File: config.mk
export PLATFORM = sky130hd
export DESIGN_NAME = mux8_rr_arbiter
export DESIGN_NICKNAME = d
export VERILOG_FILES = /design/src/rtl/mux8_rr_arbiter_pkg.sv /design/src/rtl/mux8_rr_arbiter_rr_pick8.sv /design/src/rtl/mux8_rr_arbiter.sv
export SDC_FILE = /design/constraint.sdc
export NUM_CORES = 1
export LEC_CHECK = 0
export ABC_AREA = 1
export CAP_MARGIN = 15
export CORE_MARGIN = 2
export CORE_UTILIZATION = 35
export CTS_CLUSTER_DIAMETER = 60
export DETAILED_ROUTE_END_ITERATION = 8
export GPL_ROUTABILITY_DRIVEN = 1
export PLACE_DENSITY_LB_ADDON = 0.05
export SYNTH_ARGS = -nofsm -noshare
export SYNTH_HDL_FRONTEND = slang
export SYNTH_SLANG_ARGS = --single-unit
File: constraint.sdc
create_clock -name clk -period 4.1 [get_ports clk]
set_clock_uncertainty 0.1 [all_clocks]
set_input_delay 0.41 -clock clk [delete_from_list [all_inputs] [get_ports clk]]
set_output_delay 0.41 -clock clk [all_outputs]
set_load 0.03 [all_outputs]
File: src/rtl/mux8_rr_arbiter_pkg.sv
// ---------------------------------------------------------------------------
// mux8_rr_arbiter_pkg
// Shared definitions for the 8-lane round-robin mux arbiter: lane count,
// select width, FSM state encoding and a one-hot decode helper.
// ---------------------------------------------------------------------------
package mux8_rr_arbiter_pkg;

  localparam int N_LANES = 8;
  localparam int SEL_W   = 3;

  typedef enum logic {
    ST_IDLE  = 1'b0,
    ST_GRANT = 1'b1
  } state_t;

  function automatic logic [N_LANES-1:0] onehot(input logic [SEL_W-1:0] i);
    return N_LANES'(1) << i;
  endfunction

endpackage

File: src/rtl/mux8_rr_arbiter_rr_pick8.sv
// ---------------------------------------------------------------------------
// rr_pick8
// Combinational circular priority picker. Scans req starting at ptr and
// wrapping (ptr, ptr+1, ..., ptr+7 mod 8); reports the first active lane.
//
// Ports:
//   req   in  8  per-lane request
//   ptr   in  3  highest-priority lane for this scan
//   found out 1  at least one request is active
//   idx   out 3  first active lane at or after ptr (ptr when none found)
// ---------------------------------------------------------------------------
module rr_pick8
  import mux8_rr_arbiter_pkg::*;
(
  input  logic [N_LANES-1:0] req,
  input  logic [SEL_W-1:0]   ptr,
  output logic               found,
  output logic [SEL_W-1:0]   idx
);

  logic [SEL_W-1:0] cand;

  // Walk offsets from farthest to nearest so the nearest active lane is the
  // last assignment and therefore wins.
  always_comb begin
    found = 1'b0;
    idx   = ptr;
    cand  = ptr;
    for (int k = N_LANES - 1; k >= 0; k--) begin
      cand = ptr + SEL_W'(k);
      if (req[cand]) begin
        found = 1'b1;
        idx   = cand;
      end
    end
  end

endmodule

File: src/rtl/mux8_rr_arbiter.sv
// ---------------------------------------------------------------------------
// mux8_rr_arbiter
// Round-robin arbiter sharing one 8:1 data mux among eight lanes. Grants
// one lane at a time for at most MAX_HOLD consecutive cycles, drives the
// registered select and one-hot grant, and registers the selected lane's
// data onto dout.
//
// State table:
//   state    | meaning
//   ST_IDLE  | no lane owns the mux; scan from ptr each cycle
//   ST_GRANT | lane sel owns the mux; hold_cnt counts owned cycles
//
// Ports:
//   clk        in  1      clock, rising edge
//   rst_n      in  1      async active-low reset
//   req        in  8      per-lane request (level)
//   din        in  8*W    lane data, lane i at din[i*W +: W]
//   gnt        out 8      registered one-hot grant, zero when idle
//   sel        out 3      registered granted lane, holds when idle
//   busy       out 1      high while in ST_GRANT
//   dout       out W      registered muxed data
//   dout_valid out 1      dout carries a valid beat
// ---------------------------------------------------------------------------
module mux8_rr_arbiter
  import mux8_rr_arbiter_pkg::*;
#(
  parameter int W        = 8,
  parameter int MAX_HOLD = 4    // legal range 1..15
) (
  input  logic                 clk,
  input  logic                 rst_n,
  input  logic [N_LANES-1:0]   req,
  input  logic [N_LANES*W-1:0] din,
  output logic [N_LANES-1:0]   gnt,
  output logic [SEL_W-1:0]     sel,
  output logic                 busy,
  output logic [W-1:0]         dout,
  output logic                 dout_valid
);

  localparam logic [3:0] HOLD_LIM = 4'(MAX_HOLD);

  state_t           state;
  logic [SEL_W-1:0] ptr;
  logic [3:0]       hold_cnt;

  logic [W-1:0]     lane [N_LANES];
  logic [SEL_W-1:0] sel_inc;
  logic [SEL_W-1:0] pick_ptr;
  logic             req_cur;
  logic             release_now;
  logic             found;
  logic [SEL_W-1:0] idx;

  for (genvar g = 0; g < N_LANES; g++) begin : g_lane
    assign lane[g] = din[g*W +: W];
  end

  assign sel_inc     = sel + SEL_W'(1);
  assign req_cur     = req[sel];
  assign release_now = !req_cur || (hold_cnt == HOLD_LIM);
  assign busy        = (state == ST_GRANT);

  // On release the lane just served drops to lowest priority, so the
  // re-pick in the same cycle scans from sel+1 rather than from ptr.
  assign pick_ptr = (state == ST_GRANT) ? sel_inc : ptr;

  rr_pick8 u_pick (
    .req   (req),
    .ptr   (pick_ptr),
    .found (found),
    .idx   (idx)
  );

  always_ff @(posedge clk or negedge rst_n) begin
    if (!rst_n) begin
      state      <= ST_IDLE;
      ptr        <= '0;
      hold_cnt   <= '0;
      gnt        <= '0;
      sel        <= '0;
      dout       <= '0;
      dout_valid <= 1'b0;
    end else begin
      // A lane that drops req while granted yields no beat that cycle.
      dout_valid <= busy & req_cur;
      if (busy & req_cur) begin
        dout <= lane[sel];
      end

      case (state)
        ST_IDLE: begin
          if (found) begin
            state    <= ST_GRANT;
            sel      <= idx;
            gnt      <= onehot(idx);
            hold_cnt <= 4'd1;
          end
        end
        ST_GRANT: begin
          if (!release_now) begin
            hold_cnt <= hold_cnt + 4'd1;
          end else begin
            ptr <= sel_inc;
            if (found) begin
              sel      <= idx;
              gnt      <= onehot(idx);
              hold_cnt <= 4'd1;
            end else begin
              state    <= ST_IDLE;
              gnt      <= '0;
              hold_cnt <= '0;
            end
          end
        end
      endcase
    end
  end

endmodule
==> reports/results.ini <==
[drt]
drt_iter0_drc = 176
vias = 3087
wl_microns = 8810
drc = 0
routedWlPerCell_microns = 14.1
ant_nets = 0
drtPass1Iterations = 4
via_per_inst = 4.93

[timing]
layout_min_cycle_time_ns = 3.21
tns_ns = 0
rsz0062_at_grt = false
slew_headroom = 0.551
setup_viol = 0
hold_violations = 0
tightest_slew_ns = 0.671
slew_violations = 0
period_share = 0.783
fmax_ghz = 0.311

[die]
die-area_sq_um = 8320
die_h_microns = 91.2
ios = 95
num_rows = 31
start_util = 0.365
dieWidth_microns = 91.2
coreArea_sq_um = 7290

[layout]
nFillCells = 765
finalCoreUtilization = 0.514
fin_nets = 607
layout_common_cells = nand2_1, clkdlybuf4s50_1, nand3_1, o21ai_0
area_growth_pct = 40.8
layout.cells.most_common = nand2_1
drive_gt1_frac = 0.0797
n_antenna_cell = 0
final_cells = 626

[yosys]
synthArstFlopShare = 1.00
synth_edf_count = 0
synthesis.area_sq_um = 2660
avgSynthCellArea_sq_um = 6.02
yosysSeqAreaShare = 0.263
synth_flop_cell = dfrtp_1
synthesis.nets = 521
netlist_instances = 442
yosys_warnings = 0
ys_types = 28
synth_seq_cells = 28

[clocking]
post_cts_resized = 0
cts_tree = done
clock_latency_ns = 0.26
cts_made_buffers = 3
cts_max_level = 1
root_buffer = clkbuf_8
cts.sinks = 28
cts.clk_slew.worst_paths_ns = 0.09
cts_hold_buf = 0
clk_path_buf_depth = 2
cts_setup_buffers = 0

[flow_run]
max_cap_viol_count = 0

[global_route]
grt_pass1_wl_microns = 14900
gr-usage-all-layers = 0.217
grt_max_degree = 41
overflow = 0
antenna_found_initial = 0
grt_pass1_vias = 3018

[worst_setup_path]
crit_path_end_kind = flop
crit_required_ns = 4.17
start_kind = flop
critical_path_class = flop to flop
crit_path_max_fanout = 22
crit_arrival_ns = 3.28

[run_status]
outcome = finished clean

[place]
gp_congestion = 0.938
place_inst = 621
dp_hpwl_microns = 6780
io_buffers = 94

[worst_hold_path]
hold_class = flop to flop

==> registers in the layout (all words and copies together), names as in the netlist <==
| signal | cells |
|---|---|
| dout | 8 |
| gnt | 8 |
| hold_cnt | 4 |
| ptr | 3 |
| sel | 3 |
| busy | 1 |
| dout_valid | 1 |
==> critical path: stages, from the launching register on <==
cell and delay [ns]:
dfrtp_1 0.37, buf_4 0.20, ha_1 0.31, nand2_1 0.07
nand2_1 0.28, ha_1 0.49, inv_1 0.08, nand3_1 0.08
nand2_1 0.08, nand2_1 0.08, nand2_1 0.09, inv_1 0.10
nand4_2 0.14, nor2_4 0.19, nand2_4 0.09, nand2_4 0.11
inv_2 0.04, nand3_2 0.06, a21oi_2 0.04, nand2_1 0.06
nand2_1 0.05
==> stage by stage <==
| stage | setup slack [ns] | instance area [sq um] | hold slack (ns) |
|---|---|---|---|
| 3_5_place_dp | 0.906 | 3660 | 0.369 |
| 6_report | 0.890 | 3750 | 0.394 |
| 3_3_place_gp | 0.993 | 3660 | 0.373 |
| 4_1_cts | 0.889 | 3730 | 0.396 |
| 2_1_floorplan | 1.29 | 2660 | 0.0144 |
| 5_1_grt | 0.527 | 3750 | 0.414 |
==> routing by layer <==
metal	track usage	share of wire	up-vias
met2	0.359	0.45	80
met1	0.307	0.50	1399
li1	-	-	1600
met3	0.0191	0.036	8
met5	0	0	-
met4	0.0492	0.016	0
==> synth_stat cells (2+ instances only) <==
library cell / number / area, sq um
o21a_1: 8 / 60.1
o22ai_1: 17 / 106
buf_4: 3 / 22.5
nand3_2: 3 / 30.0
nand2_4: 3 / 33.8
clkbuf_1: 13 / 48.8
nand3_1: 45 / 225
o21ai_0: 44 / 220
inv_2: 3 / 11.3
nor2_2: 2 / 12.5
nand2_1: 150 / 563
inv_1: 37 / 139
nand2_2: 18 / 113
o21ai_1: 2 / 10.0
buf_6: 2 / 22.5
dfrtp_1: 28 / 701
nor2_1: 37 / 139
a21oi_1: 13 / 65.1
ha_1: 5 / 62.6
==> path summary, 6_finish.rpt <==
kind,startpoint,endpoint,slack [ns],cells after the start
setup / recovery,sel[1],gnt[0],0.89,20
hold / removal,gnt[7],gnt[7],0.39,2
setup reg to reg,sel[1],gnt[0],0.89,20
hold reg to reg,gnt[7],gnt[7],0.39,2
max in group asynchronous,rst_n,hold_cnt[2],2.94,2
min in group asynchronous,rst_n,dout[3],0.45,1
==> final cells by class <==
cell class	instances	area, sq um	area share
inverters	42	165	0.0440
clock buffers	3	41.3	0.0110
multi-input cells	354	1700	0.454
well taps	99	124	0.0330
clock inverters	1	30.0	0.00801
flip-flops and latches	28	701	0.187
repair buffers	99	986	0.263
==> cell families after synthesis <==
group                      Yosys count  share of synthesized area
AOI/OAI and AO/OA                   86                      0.179
xor gates and xnor gates             2                    0.00658
adders and majority gates            5                     0.0235
buffers and inverters               60                     0.0973
DFF                                 28                      0.263
and+or+nand+nor                    261                      0.430
Power is left out: the tool's default activity adds up to more than one toggle a clock period on the data nets, which glitch-free logic cannot reach.
